[src/rtl/chunked_serial_adder.sv]
// Multi-cycle adder/subtractor: CHUNK bits per clock, LSB chunk first,
// registered carry between chunks, valid/ready on both sides.
module chunked_serial_adder #(
    parameter int WIDTH = 32,
    parameter int CHUNK = 4
) (
    input  logic             clk,
    input  logic             reset,
    input  logic             in_valid,
    output logic             in_ready,
    input  logic [WIDTH-1:0] a,
    input  logic [WIDTH-1:0] b,
    input  logic             carryin,
    input  logic             sub,
    output logic             out_valid,
    input  logic             out_ready,
    output logic [WIDTH-1:0] sum,
    output logic             carryout,
    output logic             overflow
);

    localparam int N  = WIDTH / CHUNK;
    localparam int CW = (N > 1) ? $clog2(N) : 1;

    typedef enum logic [1:0] {
        IDLE,
        BUSY,
        DONE
    } state_t;

    state_t           state_q, state_d;
    logic [CW-1:0]    cnt_q, cnt_d;
    logic             carry_q, carry_d;
    logic [WIDTH-1:0] a_q, a_d;
    logic [WIDTH-1:0] b_q, b_d;
    logic [WIDTH-1:0] acc_q, acc_d;
    logic [WIDTH-1:0] sum_q, sum_d;
    logic             cout_q, cout_d;
    logic             ovf_q, ovf_d;
    logic             rst_q;

    logic [CHUNK-1:0] ac, bc, cs;
    logic             co_c;
    logic             msb_cin;
    logic             accept;

    // rst_q keeps in_ready low for every cycle that follows a reset edge
    assign in_ready  = (state_q == IDLE) && !rst_q;
    assign out_valid = (state_q == DONE);
    assign sum       = sum_q;
    assign carryout  = cout_q;
    assign overflow  = ovf_q;
    assign accept    = in_valid && in_ready;

    always_comb begin
        ac = '0;
        bc = '0;
        for (int i = 0; i < N; i++) begin
            if (cnt_q == CW'(i)) begin
                ac = a_q[i*CHUNK +: CHUNK];
                bc = b_q[i*CHUNK +: CHUNK];
            end
        end
        {co_c, cs} = {1'b0, ac} + {1'b0, bc} + {{CHUNK{1'b0}}, carry_q};
        // carry into the MSB recovered from its sum bit
        msb_cin = cs[CHUNK-1] ^ ac[CHUNK-1] ^ bc[CHUNK-1];
    end

    always_comb begin
        state_d = state_q;
        cnt_d   = cnt_q;
        carry_d = carry_q;
        a_d     = a_q;
        b_d     = b_q;
        acc_d   = acc_q;
        sum_d   = sum_q;
        cout_d  = cout_q;
        ovf_d   = ovf_q;
        unique case (state_q)
            IDLE: begin
                if (accept) begin
                    a_d     = a;
                    b_d     = sub ? ~b : b;
                    carry_d = carryin ^ sub;
                    cnt_d   = '0;
                    state_d = BUSY;
                end
            end
            BUSY: begin
                for (int i = 0; i < N; i++) begin
                    if (cnt_q == CW'(i)) begin
                        acc_d[i*CHUNK +: CHUNK] = cs;
                    end
                end
                carry_d = co_c;
                cnt_d   = cnt_q + CW'(1);
                if (cnt_q == CW'(N - 1)) begin
                    cnt_d   = '0;
                    sum_d   = acc_d;
                    cout_d  = co_c;
                    ovf_d   = msb_cin ^ co_c;
                    state_d = DONE;
                end
            end
            DONE: begin
                if (out_ready) begin
                    state_d = IDLE;
                end
            end
            default: state_d = IDLE;
        endcase
    end

    always_ff @(posedge clk) begin
        if (reset) begin
            state_q <= IDLE;
            cnt_q   <= '0;
            carry_q <= 1'b0;
            a_q     <= '0;
            b_q     <= '0;
            acc_q   <= '0;
            sum_q   <= '0;
            cout_q  <= 1'b0;
            ovf_q   <= 1'b0;
            rst_q   <= 1'b1;
        end else begin
            state_q <= state_d;
            cnt_q   <= cnt_d;
            carry_q <= carry_d;
            a_q     <= a_d;
            b_q     <= b_d;
            acc_q   <= acc_d;
            sum_q   <= sum_d;
            cout_q  <= cout_d;
            ovf_q   <= ovf_d;
            rst_q   <= 1'b0;
        end
    end

endmodule

[config.mk]
export PLATFORM = sky130hd
export DESIGN_NAME = chunked_serial_adder
export DESIGN_NICKNAME = d
export VERILOG_FILES = /design/src/rtl/chunked_serial_adder.sv
export SDC_FILE = /design/constraint.sdc
export NUM_CORES = 1
export LEC_CHECK = 0
export CORE_UTILIZATION = 45
export CTS_CLUSTER_DIAMETER = 30
export CTS_CLUSTER_SIZE = 40
export DETAILED_ROUTE_END_ITERATION = 8
export PLACE_DENSITY = 0.71
export SLEW_MARGIN = 20
export SYNTH_ARGS = -nofsm -noshare
export SYNTH_HDL_FRONTEND = slang
export SYNTH_SLANG_ARGS = --single-unit
export TNS_END_PERCENT = 10
[constraint.sdc]
create_clock -name clk -period 7.35 [get_ports clk]
set_input_delay 0.735 -clock clk [delete_from_list [all_inputs] [get_ports clk]]
set_output_delay 0.735 -clock clk [all_outputs]
set_load 0.01 [all_outputs]
**Yosys cells after proc, flatten, opt, wreduce, memory -nomap -nowiden**

Cells that the tools add are included.

- Flip-flop bits (word level): 137
- Bits in latches: 0
- Output and inout port bits: 36
- Bits of input ports: 70
- Memory bits (writable): 0
- ROM bits: 0
- Memories: 0

- $add $sub $neg: 3
- Multiply operators: 0
- Divide/modulo/power cells: 0
- Equal/unequal tests: 12
- Bitwise gates (word level): 5
- Shifts and indexed selects: 0
- Magnitude comparators: 0
- Muxes and demuxes: 35
- Reduce and logical (&&, ||, !) cells: 10

Operators by type and width:

| operator | count |
|---|---|
| $mux 4 | 24 |
| $mux 32 | 1 |
| $not 32->32 | 1 |
| $eq 3x3->1 const B | 4 |
| $eq 3x2->1 const B | 2 |
| $mux 2 | 3 |
| $mux 3 | 2 |
| $pmux 2 s3 | 1 |
| $pmux 3 s2 | 1 |
| $reduce_and 2->1 | 3 |
| $add 4x4->5 | 1 |
| $add 5x1->5 | 1 |
| $ne 2x2->1 const B | 2 |
| $xor 1x1->1 | 4 |
| $add 3x1->3 const B | 1 |
| $eq 3x1->1 const B | 1 |
| $logic_not 3->1 | 1 |
| $reduce_and 3->1 | 1 |
| $eq 2x1->1 const B | 1 |
| $eq 2x2->1 const B | 1 |
| $logic_and 1x1->1 | 2 |
| $logic_not 2->1 | 1 |
| $mux 1 | 2 |
| $ne 2x1->1 const B | 1 |
| 3 further kinds | 3 |

**Depth between registers and ports, before layout**

Gate-level depths: netlist of the first run.

- Depth in word-level cells: 14
- Depth in mapped cells: 18
- Gate-level depth less buffers: 15

**Worst setup path before layout of the first run**

OpenSTA, ideal clock, no wires.

- Kind: reg2reg
- From: reg cnt_q[2]
- To: reg sum_q[10], in the netlist sum[10]
- Cell stages (with the launch flop): 19
- Slack: 4.029 ns
- Buffers on the path: 4
- Required time: 7.218 ns
- Arrival: 3.189 ns
- Cell sequence: dfxtp_1 -> buf_4 -> inv_2 -> ha_1 -> buf_2 -> or2_1 -> buf_6 -> a21oi_1 -> a221oi_1 -> o22ai_1 -> a22oi_1 -> fa_1 -> inv_1 -> fa_1 -> xnor2_1 -> buf_2 -> nand2_1 -> o211ai_1 -> a21oi_1

- Longest elaborated chain between the ends: 12

RTL lines:

| item | line | source |
|---|---|---|
| start, declared | 32 | `logic [CW-1:0] cnt_q, cnt_d;` |
| start signal, assigned | 128 | `cnt_q <= cnt_d;` |
| $logic_not 3->1 | 59 | `if (cnt_q == CW'(i)) begin` |
| $mux 4 (8 in series) | 59 |  |
| $add 4x4->5 | 64 | `{co_c, cs} = {1'b0, ac} + {1'b0, bc} + {{CHUNK{1'b0}}, carry_q};` |
| $add 5x1->5 | 64 |  |
| $mux 4 | 91 | `if (cnt_q == CW'(i)) begin` |
| end signal, assigned | 133 | `sum_q <= sum_d;` |
| end, declared | 37 | `logic [WIDTH-1:0] sum_q, sum_d;` |

Several ways; a longest one is shown, not always the timed one.
A chain may end at the register's enable or synchronous reset.

**Worst setup path in the final report of the first run**

- From: reg cnt_q[2]
- To: reg sum_q[7], in the netlist sum[7]

The elaborated chain is that of the path after synthesis.

==> results of run 1 <==
## worst max-delay path by stage
stage / from / endpoint / slack, ns / cells after the start
2_1_floorplan: cnt_q[2] / sum[10] / 4.03 / 18
3_3_place_gp: cnt_q[2] / sum[7] / 3.32 / 13
3_5_place_dp: cnt_q[2] / sum[7] / 3.16 / 13
4_1_cts: cnt_q[2] / sum[7] / 3.13 / 13
5_1_grt: cnt_q[2] / overflow / 2.76 / 15
6_report: cnt_q[2] / sum[7] / 3.03 / 13
## layout make-up
class / count / area (um2) / area share
Inverter: 19 / 71.32 / 0.009069
Timing Repair Buffer: 109 / 1074 / 0.1365
Tap cell: 176 / 220.2 / 0.02800
Multi-Input combinational cell: 562 / 3187 / 0.4053
Sequential cell: 133 / 2663 / 0.3386
Clock inverter: 12 / 202.7 / 0.02578
Clock buffer: 20 / 446.7 / 0.05680
## through the flow
step	power (mW)	hold WS (ns)	area, um2	instances	utilization
3_5_place_dp	0.9879	0.4462	7209	999	0.5380
3_3_place_gp	0.9820	0.4401	7209	999	0.5380
4_1_cts	1.904	0.4526	7859	1031	0.5865
2_1_floorplan	0.9161	0.4332	6277	787	-
6_report	1.893	0.4514	7864	1031	0.5868
5_1_grt	1.963	0.4677	7864	1031	0.5868
## worst max-delay path: cells and delay by family (launching register included)
| kind | cells | cell delay, ns |
|---|---|---|
| compound gates | 6 | 1.25 |
| simple gates | 4 | 1.18 |
| fa+ha+maj | 2 | 0.80 |
| flops | 1 | 0.72 |
| buf+inv | 1 | 0.20 |
## where the power goes
| part | internal, mW | switching [mW] |
|---|---|---|
| combinational | 0.0930 | 0.118 |
| clock | 0.611 | 0.308 |
| sequential | 0.746 | 0.0161 |
## layout by cell type (no fill, tap or decap), types with 3 or more instances in the layout
| cell type | synthesis | final |
|---|---|---|
| o21a_1 | 3 | 3 |
| and2_1 | 7 | 7 |
| a221o_1 | 4 | 4 |
| a211oi_1 | 55 | 55 |
| nor3_1 | 7 | 7 |
| bufinv_16 | 0 | 5 |
| a31oi_1 | 7 | 7 |
| clkbuf_16 | 0 | 17 |
| ha_1 | 9 | 8 |
| a311oi_1 | 3 | 3 |
| o21ai_0 | 33 | 33 |
| nand2b_1 | 6 | 6 |
| clkinv_4 | 0 | 4 |
| nand2_1 | 131 | 130 |
| dfxtp_1 | 133 | 133 |
| xnor2_1 | 34 | 34 |
| o211ai_1 | 15 | 15 |
| inv_1 | 18 | 18 |
| nor2_1 | 83 | 83 |
| clkdlybuf4s50_1 | 0 | 103 |
| buf_4 | 2 | 5 |
| mux2i_1 | 8 | 8 |
| nand3_1 | 13 | 13 |
| a21oi_1 | 98 | 98 |
| nand3b_1 | 4 | 4 |
| nor2b_1 | 10 | 10 |
## flip-flops by register name, summed over array words and instances, names as in the netlist
signal and cells:
cnt_q 3, a_q 32, carryout 1, state_q 2, acc_q 28, sum 32, rst_q 1, carry_q 1
b_q 32, overflow 1
## cell families after synthesis
logic type	synth area share
AOI/OAI and AO/OA	0.2326
xor gates and xnor gates	0.04883
muxes	0.01276
buffers and inverters	0.06996
adders and majority gates	0.02432
DFF	0.4242
and+or+nand+nor	0.1874
## metal layers
layer	track usage	routed length [um]	vias up
li1	-	-	2820
met1	0.2818	6731	2564
met2	0.3567	7228	179
met3	0.04230	790	21
met4	0.08125	259	0
met5	0	0	-
==> out/qor.yml, run 1 <==
cts_tree: "built"
hold_buffers: 0
start_util: 0.4684
worstSetupStartpointType: "register"
netlist_area_um2: 6277
antennaDiodeCount: 0
overflow: 0
fp.dieW_um: 120.1
path_class: "register to register"
antenna_found_initial: 0
vias: 5584
cts-resized-gates: 0
pwr_density_cell_nw_per_um2: 240.7
drc: 0
critical_path.slowest_cell: "dfxtp_1"
clock.fmax_ghz: 0.2317
grt_max_degree: 100
rows: 42
relSlewSlack: 0.3058
peakVddDrop_v: 0.0001607
grt_use_total: 0.2175
fin_worst_skew_ns: 0.01101
min_period_ns: 4.315
synth_top_area_cell: "dfxtp_1"
maxSlewViolCount: 0
ys_seq_area_frac: 0.4242
hold_depth: 2
tightest_slew_ns: 1.039
clock-sinks: 133
synth_fp_nets: 868
io_pins: 106
fin_tns_setup_ns: 0
core_um2: 13400
htreeDepth: 4
setup_slack_ns: 3.035
p_leak_nw: 2.602
yosys_warnings: 0
rsz0062_at_grt: "no"
pre_cts_ws_ns: 3.157
synth.most_common_cell: "dfxtp_1"
hpwl_um: 10410
final.fill_count: 1175
cts_buffers: 17
dieArea_um2: 14430
synth-edff-count: 0
endpoint_kind: "register"
whs_endpoint: "sum[0]"
outcome: "finished, final reports clean"
ys_types: 55
clockBufferDepth: 2
vias_per_cell: 5.416
reg2reg_to: "sum[7]"
place_congestion: 0.9260
syn_avg_cell_area_um2: 7.976
worstHoldPathType: "register to register"
slowest_delay_ns: 0.72
hold_viol: 0
io_buffers: 105
reg2regPathDepth: 13
r2r_slack_ns: 3.03
drt_wl_total_um: 15010
dr.pass1.iters: 5
cts_setup_buffers: 0
worstPathMaxFanout: 20
r2r-start: "cnt_q[2]"
synth-main-ff-cell: "dfxtp_1"
first_iter_violations: 546
nets: 923
crit_arrival_ns: 4.57
synth_seq_cells: 133
clk_transition_reported_paths_ns: 0.06
grt_pass1_vias: 5139
cp.required_ns: 7.60
worstPathCellList: "inv_2, ha_1, or2_1, a21oi_1, a221o_1, a21oi_1, o21ai_0, ha_1, nor2b_4, o21a_1, or3_1, a31oi_1, nor3_1"
min_from: "sum[0]"
routedWlPerCell_um: 14.56
die_y_um: 120.1
layout-drive-gt1-share: 0.05848
area_growth_pct: 25.27
synthCells: 787
synthTopCellsByArea: "dfxtp_1 42%, nand2_1 7.8%, a21oi_1 7.8%"
synth_top_area_share: 0.4242
synthArstFlopShare: 0
synth_common_cells: "133 x dfxtp_1, 131 x nand2_1, 98 x a21oi_1"
clock_latency_ns: 0.42
finalCritPeriodShare: 0.5871
cts_root_buffer: "clkbuf_16"
grt_pass1_wl_um: 24760
maxCapViolCount: 0
setup-violations-final: 0
antenna_left: 0
Note: power is estimated with default switching activity, not from simulation.
==> run 2: changes to the inputs <==
--- a/config.mk
+++ b/config.mk
@@ -9,7 +9,7 @@
 export CTS_CLUSTER_DIAMETER = 30
 export CTS_CLUSTER_SIZE = 40
 export DETAILED_ROUTE_END_ITERATION = 8
-export PLACE_DENSITY = 0.71
+export PLACE_DENSITY = 0.74
 export SLEW_MARGIN = 20
 export SYNTH_ARGS = -nofsm -noshare
 export SYNTH_HDL_FRONTEND = slang
==> constraint.sdc (replaced) <==
create_clock -name clk -period 3.7 [get_ports clk]
set_input_delay 0.37 -clock clk [delete_from_list [all_inputs] [get_ports clk]]
set_output_delay 0.37 -clock clk [all_outputs]
set_load 0.01 [all_outputs]
==> out/qor.yml, run 2 (synthesized netlist as in run 1, its figures left out) <==
relSlewSlack: 0.3357  # +0.02982
rsz0062_at_grt: "yes"
setup_slack_ns: 0.2254  # -2.809 ns
swShare: 0.2356  # +0.002124
worstPathCellList: "inv_1, ha_1, buf_4, nand2_1, o21ai_0, a221oi_2, o22ai_1, a22oi_2, fa_2, inv_1, fa_1, a21boi_0, o41ai_1, or4_1, nand3_1"
drc: 0  # unchanged
tightest_slew_ns: 0.9965  # -0.04226 ns
finalCritPeriodShare: 0.9391  # +0.3520
routedWlPerCell_um: 14.23  # -2.3%
maxSlewViolCount: 0  # unchanged
clockBufferDepth: 2  # unchanged
reg2reg_to: "overflow"
cts_tree: "built"
r2r_slack_ns: 0.23  # -2.81 ns
core_um2: 13400  # unchanged
finalPower_mw: 3.675  # +94%
r2r-start: "cnt_q[0]"
rows: 42  # unchanged
hold_buffers: 0  # unchanged
fin_worst_skew_ns: 0.007787  # -0.003221 ns
hpwl_um: 10280  # -1.3%
maxCapViolCount: 0  # unchanged
combPwrFrac: 0.117  # +0.005
p_leak_nw: 2.650  # +1.8%
antenna_found_initial: 0  # unchanged
vias_per_cell: 5.189  # -4.2%
worstSetupStartpointType: "register"
setup-violations-final: 0  # unchanged
pwr_density_cell_nw_per_um2: 462.3  # +92%
crit_end: "overflow"
startpoint: "cnt_q[0]"
final_common_cell: "dfxtp_1"
clock-sinks: 133  # unchanged
clock.fmax_ghz: 0.2878  # +24%
place_congestion: 0.8540  # -7.8%
dieArea_um2: 14430  # unchanged
cpMostUsedCell: "inv_1"
path_depth: 15  # +2
dr.pass1.iters: 4  # -1
clk_transition_reported_paths_ns: 0.06  # about the same
critical_path.slowest_cell: "or4_1"
grt_use_total: 0.2169  # -0.0005547
grt_max_degree: 100  # unchanged
critical-path-top-delay-family: "adder cells"
power_frac_seq: 0.413  # +0.010
cts_setup_buffers: 0  # unchanged
start_util: 0.4684  # unchanged
drt_wl_total_um: 14810  # -1.3%
cp.required_ns: 4.06  # -3.54 ns
first_iter_violations: 333  # -39%
nets: 934  # +1.2%
vias: 5402  # -3.3%
worstHoldPathType: "register to register"
worstPathMaxFanout: 14  # -30%
layout-drive-gt1-share: 0.07283  # +0.01435
fin_tns_setup_ns: 0  # unchanged
min_period_ns: 3.475  # -0.8407 ns
pre_cts_ws_ns: 0.1133  # -3.044 ns
switchingPower_mw: 0.8656  # +96%
crit_arrival_ns: 3.83  # -0.74 ns
cts_root_buffer: "clkbuf_16"
p_int_mw: 2.809  # +94%
utilization: 0.5931  # +0.006256
io_pins: 106  # unchanged
overflow: 0  # unchanged
hold_viol: 0  # unchanged
path_class: "register to register"
antenna_left: 0  # unchanged
final.fill_count: 1249  # +6.3%
dp_cells: 1010  # +1.1%
grt_pass1_vias: 4988  # -2.9%
instances_no_fill: 1041  # +0.97%
io_buffers: 105  # unchanged
min_from: "sum[10]"
clock_power_share: 0.470  # -0.016
grt_pass1_wl_um: 24510  # -1.0%
die_y_um: 120.1  # unchanged
htreeDepth: 4  # unchanged
antennaDiodeCount: 0  # unchanged
path_buf_inv: 3  # +2
clock_latency_ns: 0.42  # about the same
final_cell_mix: "133 x dfxtp_1, 131 x nand2_1, 103 x clkdlybuf4s50_1"
peakVddDrop_v: 0.0003079  # +92%
fp.dieW_um: 120.1  # unchanged
area_growth_pct: 26.61
slowest_delay_ns: 0.51  # -0.21 ns
outcome: "finished, final reports clean"
reg2regPathDepth: 15  # +2
endpoint_kind: "register"
cts_buffers: 17  # unchanged
[run 2: changes by cell type in the layout (fill, tap and decap cells not counted), moves of 2 or more]
cell	before	now
buf_4	5	14
bufinv_16	5	3
clkbuf_8	1	4
clkinv_4	4	2
[run 2: metrics by stage]
step	hold WS [ns]	instance area, um2
detailed placement	0.4440	7305
finish	0.4453	7948
global placement	0.4380	7305
CTS	0.4499	7916
floorplan	0.3977	6277
global route	0.4675	7948
[run 2: final cells by class]
| class | count | area (um2) | share of cell area |
|---|---|---|---|
| Inverter | 19 | 71.32 | 0.008974 |
| Timing Repair Buffer | 120 | 1172 | 0.1475 |
| Clock inverter | 7 | 120.1 | 0.01511 |
| Multi-Input combinational cell | 562 | 3209 | 0.4038 |
| Tap cell | 176 | 220.2 | 0.02771 |
| Sequential cell | 133 | 2663 | 0.3350 |
| Clock buffer | 24 | 491.7 | 0.06187 |
[run 2: worst min path at each step]
stage	end	cells after the start
after detailed placement	sum[10]	2
after global routing	sum[20]	2
after global placement	sum[20]	2
after floorplan	rst_q	0
after CTS	sum[10]	2
final	sum[10]	2
[run 2: routing by layer]
| metal | global-route usage | wire, um | vias up |
|---|---|---|---|
| met1 | 0.2794 | 6945 | 2394 |
| met4 | 0.08125 | 307 | 0 |
| met2 | 0.3477 | 6798 | 141 |
| met5 | 0 | 0 | - |
| met3 | 0.05466 | 760 | 25 |
| li1 | - | - | 2842 |
[run 2: tightest hold or removal path: stages (launching register included)]
cell     delay [ns]
dfxtp_1        0.30
nand2_1        0.05
a21oi_1        0.05
[run 2: power groups by stage]
stage	combinational, mW	clock [mW]	sequential, mW
final	0.429	1.73	1.52
after global routing	0.475	1.82	1.52
after CTS	0.423	1.76	1.52
after detailed placement	0.422	0	1.55
after global placement	0.418	0	1.55
after floorplan	0.287	0	1.53
[run 2: what timing repair did]
item / CTS / global route
resized for setup: 0 / 7
endpoints found under the setup margin: 0 / 34
hold endpoints to repair: 0 / 0
